File: src/rtl/mi_seq.sv
// Multicycle instruction sequencer between fetch and decode: expands custom-0 multi-ops into R-type micro-ops.
// Latency: one registered cycle; an N-op instruction occupies N consecutive enabled cycles.
// Backpressure: en=0 freezes everything, pc_en=0 holds the front end during expansion; MI_SEQ_SCALAR_EN enables rs2 broadcast.
module mi_seq #(
    parameter int WIDTH    = 32,
    parameter int MAX_UOPS = 4,
    localparam int CNT_W   = $clog2(MAX_UOPS)
) (
    input  logic             clk,
    input  logic             rst,
    input  logic             en,
    input  logic             flush,
    input  logic [WIDTH-1:0] pc_in,
    input  logic [WIDTH-1:0] instr_in,
    output logic             pc_en,
    output logic [WIDTH-1:0] pc_out,
    output logic [WIDTH-1:0] instr_out,
    output logic             valid,
    output logic [CNT_W-1:0] uop_idx,
    output logic [1:0]       state
);

    localparam logic [1:0]       IDLE     = 2'b00;
    localparam logic [1:0]       EXPAND   = 2'b01;
    localparam logic [6:0]       MULTI_OP = 7'b0001011;
    localparam logic [6:0]       R_OP     = 7'b0110011;
    localparam logic [WIDTH-1:0] NOP      = WIDTH'(32'h0000_0013);
    localparam logic [CNT_W:0]   MAX_CNT  = (CNT_W+1)'(MAX_UOPS);
    localparam logic [CNT_W-1:0] LAST_MAX = CNT_W'(MAX_UOPS - 1);

    logic [2:0]       lat_f3;
    logic [4:0]       lat_rd, lat_rs1, lat_rs2;
    logic             lat_rs2_inc;
    logic [CNT_W-1:0] last_idx;

    logic             in_multi;
    logic [CNT_W-1:0] in_cnt_field;
    logic [CNT_W-1:0] in_last;
    logic             in_rs2_inc;
    logic [CNT_W-1:0] nxt_idx;

    function automatic logic [WIDTH-1:0] make_uop(
        input logic [2:0]       f3,
        input logic [4:0]       rd,
        input logic [4:0]       rs1,
        input logic [4:0]       rs2,
        input logic             rs2_inc,
        input logic [CNT_W-1:0] idx
    );
        logic [4:0] off;
        logic [4:0] rd_i, rs1_i, rs2_i;
        off   = 5'(idx);
        // 5-bit adds give the modulo-32 register wrap for free
        rd_i  = rd + off;
        rs1_i = rs1 + off;
        rs2_i = rs2_inc ? rs2 + off : rs2;
        return WIDTH'({7'b0, rs2_i, rs1_i, f3, rd_i, R_OP});
    endfunction

    always_comb begin
        in_multi = (instr_in[6:0] == MULTI_OP) &&
                   ((instr_in[14:12] == 3'b000) || (instr_in[14:12] == 3'b100) ||
                    (instr_in[14:12] == 3'b110) || (instr_in[14:12] == 3'b111));
        in_cnt_field = instr_in[25 +: CNT_W];
        in_last      = ({1'b0, in_cnt_field} >= MAX_CNT) ? LAST_MAX : in_cnt_field;
        nxt_idx      = uop_idx + CNT_W'(1);
    end

`ifdef MI_SEQ_SCALAR_EN
    assign in_rs2_inc = ~instr_in[31];
`else
    assign in_rs2_inc = 1'b1;
`endif

    always_ff @(posedge clk) begin
        if (!rst || flush) begin
            state       <= IDLE;
            instr_out   <= NOP;
            pc_out      <= '0;
            valid       <= 1'b0;
            uop_idx     <= '0;
            pc_en       <= 1'b1;
            lat_f3      <= '0;
            lat_rd      <= '0;
            lat_rs1     <= '0;
            lat_rs2     <= '0;
            lat_rs2_inc <= 1'b1;
            last_idx    <= '0;
        end else if (en) begin
            case (state)
                IDLE: begin
                    pc_out  <= pc_in;
                    valid   <= 1'b1;
                    uop_idx <= '0;
                    if (in_multi) begin
                        instr_out   <= make_uop(instr_in[14:12], instr_in[11:7], instr_in[19:15],
                                                instr_in[24:20], in_rs2_inc, '0);
                        lat_f3      <= instr_in[14:12];
                        lat_rd      <= instr_in[11:7];
                        lat_rs1     <= instr_in[19:15];
                        lat_rs2     <= instr_in[24:20];
                        lat_rs2_inc <= in_rs2_inc;
                        last_idx    <= in_last;
                        if (in_last == '0) begin
                            pc_en <= 1'b1;
                            state <= IDLE;
                        end else begin
                            pc_en <= 1'b0;
                            state <= EXPAND;
                        end
                    end else begin
                        instr_out <= instr_in;
                        pc_en     <= 1'b1;
                    end
                end
                EXPAND: begin
                    instr_out <= make_uop(lat_f3, lat_rd, lat_rs1, lat_rs2, lat_rs2_inc, nxt_idx);
                    uop_idx   <= nxt_idx;
                    valid     <= 1'b1;
                    if (nxt_idx == last_idx) begin
                        pc_en <= 1'b1;
                        state <= IDLE;
                    end
                end
                default: begin
                    state <= IDLE;
                    pc_en <= 1'b1;
                    valid <= 1'b0;
                end
            endcase
        end
    end

endmodule

File: config.mk
export PLATFORM = sky130hd
export DESIGN_NAME = mi_seq
export DESIGN_NICKNAME = d
export VERILOG_FILES = /design/src/rtl/mi_seq.sv
export SDC_FILE = /design/constraint.sdc
export NUM_CORES = 1
export LEC_CHECK = 0
export ABC_CLOCK_PERIOD_IN_PS = 2300
export CAP_MARGIN = 10
export CORE_MARGIN = 4
export CORE_UTILIZATION = 44
export DETAILED_ROUTE_END_ITERATION = 6
export HOLD_SLACK_MARGIN = 0.1
export PLACE_DENSITY = 0.79
export SLEW_MARGIN = 20
export SYNTH_ARGS = -nofsm -noshare
export SYNTH_HDL_FRONTEND = slang
export SYNTH_SLANG_ARGS = --single-unit
File: constraint.sdc
create_clock -name clk -period 2.3 [get_ports clk]
set_clock_uncertainty 0.15 [all_clocks]
set_input_delay 0.69 -clock clk [delete_from_list [all_inputs] [get_ports clk]]
set_output_delay 0.69 -clock clk [all_outputs]
set_load 0.05 [all_outputs]
# == After elaboration in Yosys (flattened, before gate mapping) ==
# Index checks and enable logic that the tools add are counted.
# word_totals
ff_bits,90
latchBits,0
mem_bits_rw,0
romBits,0
inputBits,68
output_inout_bits,70
elab_cells,51
mem_count,0
# op_classes
add_sub_neg,4
n_mul,0
div,0
n_lt_le_gt_ge,0
n_eq_ne,8
shifts,0
mux,12
n_bitwise,0
n_reduce_logical,16
# op_table
cell,count
$pmux 32 s2,1
$mux 32,1
$add 5x2->5,3
$eq 3x3->1 const B,3
$pmux 2 s2,2
$eq 7x4->1 const B,1
$reduce_and 2->1,3
$reduce_and 3->1,2
$mux 1,5
$logic_not 2->1,2
$logic_or 1x1->1,4
$mux 2,2
$ne 2x2->1 const B,2
$logic_not 3->1,1
$add 2x1->2 const B,1
$eq 2x1->1 const B,1
$eq 2x2->1,1
$pmux 1 s2,1
$reduce_bool 2->1,1
$reduce_or 2->1,1
$logic_and 1x1->1,1
$logic_not 1->1,1

# == Longest topological paths before layout ==
# depth
depth_word,7
mapped_depth,6
depth_no_buf,6

# == Worst setup path before layout ==
# OpenSTA, ideal clock, no wires.
# synth_path
path_type,flip-flop to flip-flop
from,register uop_idx[1]
to,register instr_out[11]
setup_ps,74
arrival_time_ps,2062
required_ps,2076
path_slack_ps,14
path_stages_with_launch,6
n_path_buf,0
synth_period_minus_slack_ps,2286
path_cell_list,dfxtp_1 > xor2_1 > fa_1 > nand3_1 > or3_1 > a31oi_1
# synth_between
elab_chain_len,3
# synth_rtl
element,line_no,rtl
"start, declared",19,"output logic [CNT_W-1:0] uop_idx,"
"start signal, assigned",118,uop_idx <= nxt_idx;
$add 2x1->2,66,nxt_idx = uop_idx + CNT_W'(1);
$add 5x2->5,54,rd_i = rd + off;
$pmux 32 s2,90,case (state)
"end signal, assigned",96,"instr_out <= make_uop(instr_in[14:12], instr_in[11:7], instr_in[19:15],"
"end signal, assigned",112,instr_out <= instr_in;
"end signal, assigned",117,"instr_out <= make_uop(lat_f3, lat_rd, lat_rs1, lat_rs2, lat_rs2_inc, nxt_idx);"
"end, declared",17,"output logic [WIDTH-1:0] instr_out,"
# No other way between the ends.
# A chain may end at the register's enable or synchronous reset.

# == Final worst setup path ==
# layout_path
from,input instr_in[3]
to,register instr_out[31]
# layout_between
elab_chain_len,4
# layout_rtl
element,line_no,rtl
"start, declared",14,"input logic [WIDTH-1:0] instr_in,"
$eq 7x4->1,61,in_multi = (instr_in[6:0] == MULTI_OP) &&
$logic_and 1x1->1,61,
$mux 32,95,if (in_multi) begin
$pmux 32 s2,90,
# No other way between the ends.

==> results by group <==
Status
  – Outcome: complete, no violations

Power and ir drop
  – Cell Pwr Density: 581 nW/um^2
  – Sequential share of power: 51.6%
  – Overall power: a little over 3 mW
  – Peak supply drop: 0.000390 V
  – Combinational Power Share: approximately 16%
  – Switch Pwr: 0.899 mW
  – Clock power share: 32.2%
  – Sw Ratio: between 20% and 30%
  – P_int: between 2 and 2.5 mW
  – P_leak: 2.09 nW

Yosys
  – Seq/Total Area, Yosys: 47.3%
  – Mux contribution to synthesized area: 8.27%
  – Mean Syn Cell Area: 8.87 sq um
  – Cell area after synthesis: about 3800 sq um
  – Flops & latches, synth: 89
  – FFs w/ async S/R, synth: 0%
  – Synth area leader: dfxtp_1
  – Yosys warnings: 0
  – Compound-Gate Fraction of Synth Area: 15.3%
  – Top cell type's share of synthesized area: 47.3%
  – Largest cells by area after synthesis: dfxtp_1 47%, nand2_1 11%, mux2i_1 8.0%
  – Synth Area in XOR/XNOR: 1.16%
  – Synth cell types: 42
  – Adder-cell area share of the yosys netlist: 3.59%
  – Mapped Cells: 425
  – Prevailing post-synth register cell: dfxtp_1
  – Net Count, Synth: 502
  – Post-Synth Simple-Gate Area: 20.2%
  – Main combinational cell family by area after synthesis: simple AND/OR/NAND/NOR gates
  – Post-synth EDFFs: 0

Clock tree
  – CTS tree: done
  – Clock Tree Buf Depth: 2
  – Clock transition at the registers of the reported paths: 0.10 ns
  – Post CTS Setup Buffer Count: 0
  – Cts hold-fix bufs: 0
  – H-Tree Depth: 3
  – CTS Buf Count: 9
  – Clk_lat worst skew: 0.34 ns
  – Clk sinks: 89
  – Root Buffer: clkbuf_8

Global routing
  – Vias in the first global route: 3,517
  – GR peak layer: met2
  – First-pass GRT wire length: 16,800 um
  – Met3 Track Usage GR: 4.01%
  – Met1 Use GR: around 25%
  – M2 GR Usage: 36.1%
  – Gr usage total: 20.9%
  – Largest net degree at the start of global routing: 46
  – Antenna violations before repair: 1
  – Total grt overflow: 0

Finish
  – Share of cells above drive strength 1: 18.7%
  – Commonest non-fill, non-tap cell in the layout: nand2_1
  – Post-route cell area: 5340 sq um
  – Area Overhead vs Synth: 41.7%
  – Most frequent cells in the layout: 114 x nand2_1, 89 x dfxtp_1, 77 x buf_4
  – Diode count: 0
  – Filler cells: 701
  – Post-Layout Cell Count: 668
  – Final-stage net count: 635

Placed design
  – Placed Instances: 652
  – Dpl hpwl: 7920 um
  – Placer Congestion: between 0.7 and 0.8
  – Dpl cell area: 5170 sq um
  – IO buf count: 136

Setup path
  – CP Max Fanout: 11
  – FF-to-FF End: instr_out[17]$_SDFFE_PP0P_
  – Reg2reg setup slack: roughly 0.35 ns
  – CP Capture Type: flip-flop
  – Startpoint Class: input pin
  – Critical path required time: about 2.4 ns
  – CP Class: in -> reg
  – RR Startpoint: uop_idx[0]$_SDFFE_PP0P_
  – Worst EP arrival: approximately 2.3 ns
  – Reg2Reg Depth: 6

Timing
  – Max Clk Rate: between 400 and 500 MHz
  – Min Hold Slack: 0.309 ns
  – Setup TNS: 0 ns
  – Period minus WS final: 2.20 ns
  – Final setup fails: 0
  – Worst Tran Pin Value: ~0.58 ns
  – Setup repair after global routing missed its margin: no
  – Slew Limit Fails: 0
  – Period utilization: a little over nine tenths
  – Final Hold Viols: 0
  – Rel. slew slack: 60.9%

Die
  – Core area: 8260 sq um
  – Die footprint: 10,100 sq um
  – Initial Util: 45.6%
  – Num ports: approximately 140
  – Die width: just over 100 um
  – Die height: 101 um
  – Placement row count: 33

Routing
  – Initial DRC count: 140
  – DR vias/cell: 5.24
  – DRC: 0
  – Post-Route WL: 10,600 um
  – Avg WL per Cell: about 16 um
  – Vias: 3,499
  – First-pass detailed-route iteration total: 4
  – Routed Antenna Nets: 0

Min path
  – WHS Path Cells: 2
  – Hold path start: pc_out[21]$_SDFFE_PP0P_
  – Worst Hold Path EP: pc_out[21]$_SDFFE_PP0P_
  – Hold Path Class: reg -> reg

Job
  – Max-Cap Viols: 0
## Yosys cell counts, drive strengths merged, types with 2 or more instances
master,n
a21o,6
nand2,114
nand4,3
nand3,8
a211oi,9
ha,6
nor2,15
o211ai,3
mux2i,30
nand4bb,2
or3,4
a21oi,42
clkbuf,19
a31oi,3
a32oi,3
fa,3
xnor2,4
nand2b,6
a32o,8
o21ai,5
buf,13
dfxtp,89
nor3,2
nor2b,9
o32a,2
nand3b,5
## critical path, stage by stage
cell,delay (ns)
clkdlybuf4s50_1,0.53
or3b_1,0.36
a211o_1,0.39
a32o_1,0.32
## routing by layer
metal / vias up / routed length [um]
met5: - / 13
met4: 2 / 276
met3: 23 / 582
met2: 124 / 5370
met1: 1623 / 4360
li1: 1727 / -
## final cells by class
class	instances	area, sq um	area share (%)
well taps	105	131	2.46
repair buffers	154	1410	26.4
clock inverters	6	50.0	0.937
clock buffers	10	128	2.39
flip-flops and latches	89	1780	33.4
inverters	1	3.75	0.0703
multi-input cells	303	1840	34.4
## power groups by stage
stage	registers, mW	logic, mW	clock network (mW)
after floorplan	1.77	0.130	0
after global placement	1.63	0.499	0
after detailed placement	1.63	0.506	0
after CTS	1.60	0.505	1.02
after global routing	1.60	0.536	1.08
final	1.60	0.503	0.998
## registers in the layout (all words and copies together) (netlist names)
| signal | cells |
|---|---|
| uop_idx | 2 |
| pc_en | 1 |
| lat_rs2 | 5 |
| state | 1 |
| pc_out | 32 |
| last_idx | 2 |
| instr_out | 32 |
| lat_rd | 5 |
| valid | 1 |
| lat_rs1 | 5 |
| lat_f3 | 3 |
## repair_timing
item,CTS,global route
endpoints found under the hold margin,0,0
resized for setup,3,0
endpoints found under the setup margin,3,0
## how the worst max path moves through the flow
stage                             from                          to  cells past startpoint
5_1_grt                   instr_in[12]      lat_rd[1]$_SDFFE_PP0P_                      5
6_report                   instr_in[3]  instr_out[31]$_SDFFE_PP0P_                      4
2_1_floorplan  uop_idx[1]$_SDFFE_PP0P_  instr_out[11]$_SDFFE_PP0P_                      5
3_5_place_dp              instr_in[12]      lat_f3[0]$_SDFFE_PP0P_                      5
4_1_cts                   instr_in[12]      lat_f3[0]$_SDFFE_PP0P_                      5
3_3_place_gp               instr_in[3]  instr_out[30]$_SDFFE_PP0P_                      4
## kinds of logic (layout without fill, tap and decap cells)
logic type | Yosys count | after routing
simple gates | 171 | 171
fa+ha+maj | 9 | 9
mux | 31 | 31
flops | 89 | 89
buf+inv | 33 | 171
compound gates | 86 | 86
other cells | 1 | 1
xor+xnor | 5 | 5
## metrics by stage
stage / setup slack, ns / util [%]
after floorplan: 0.0136 / -
after detailed placement: -0.254 / 62.6
after CTS: 0.102 / 64.7
after global placement: -0.225 / 62.6
after global routing: 0.0522 / 64.7
final: 0.0982 / 64.7
No activity file was read; power rests on OpenSTA's default activity.
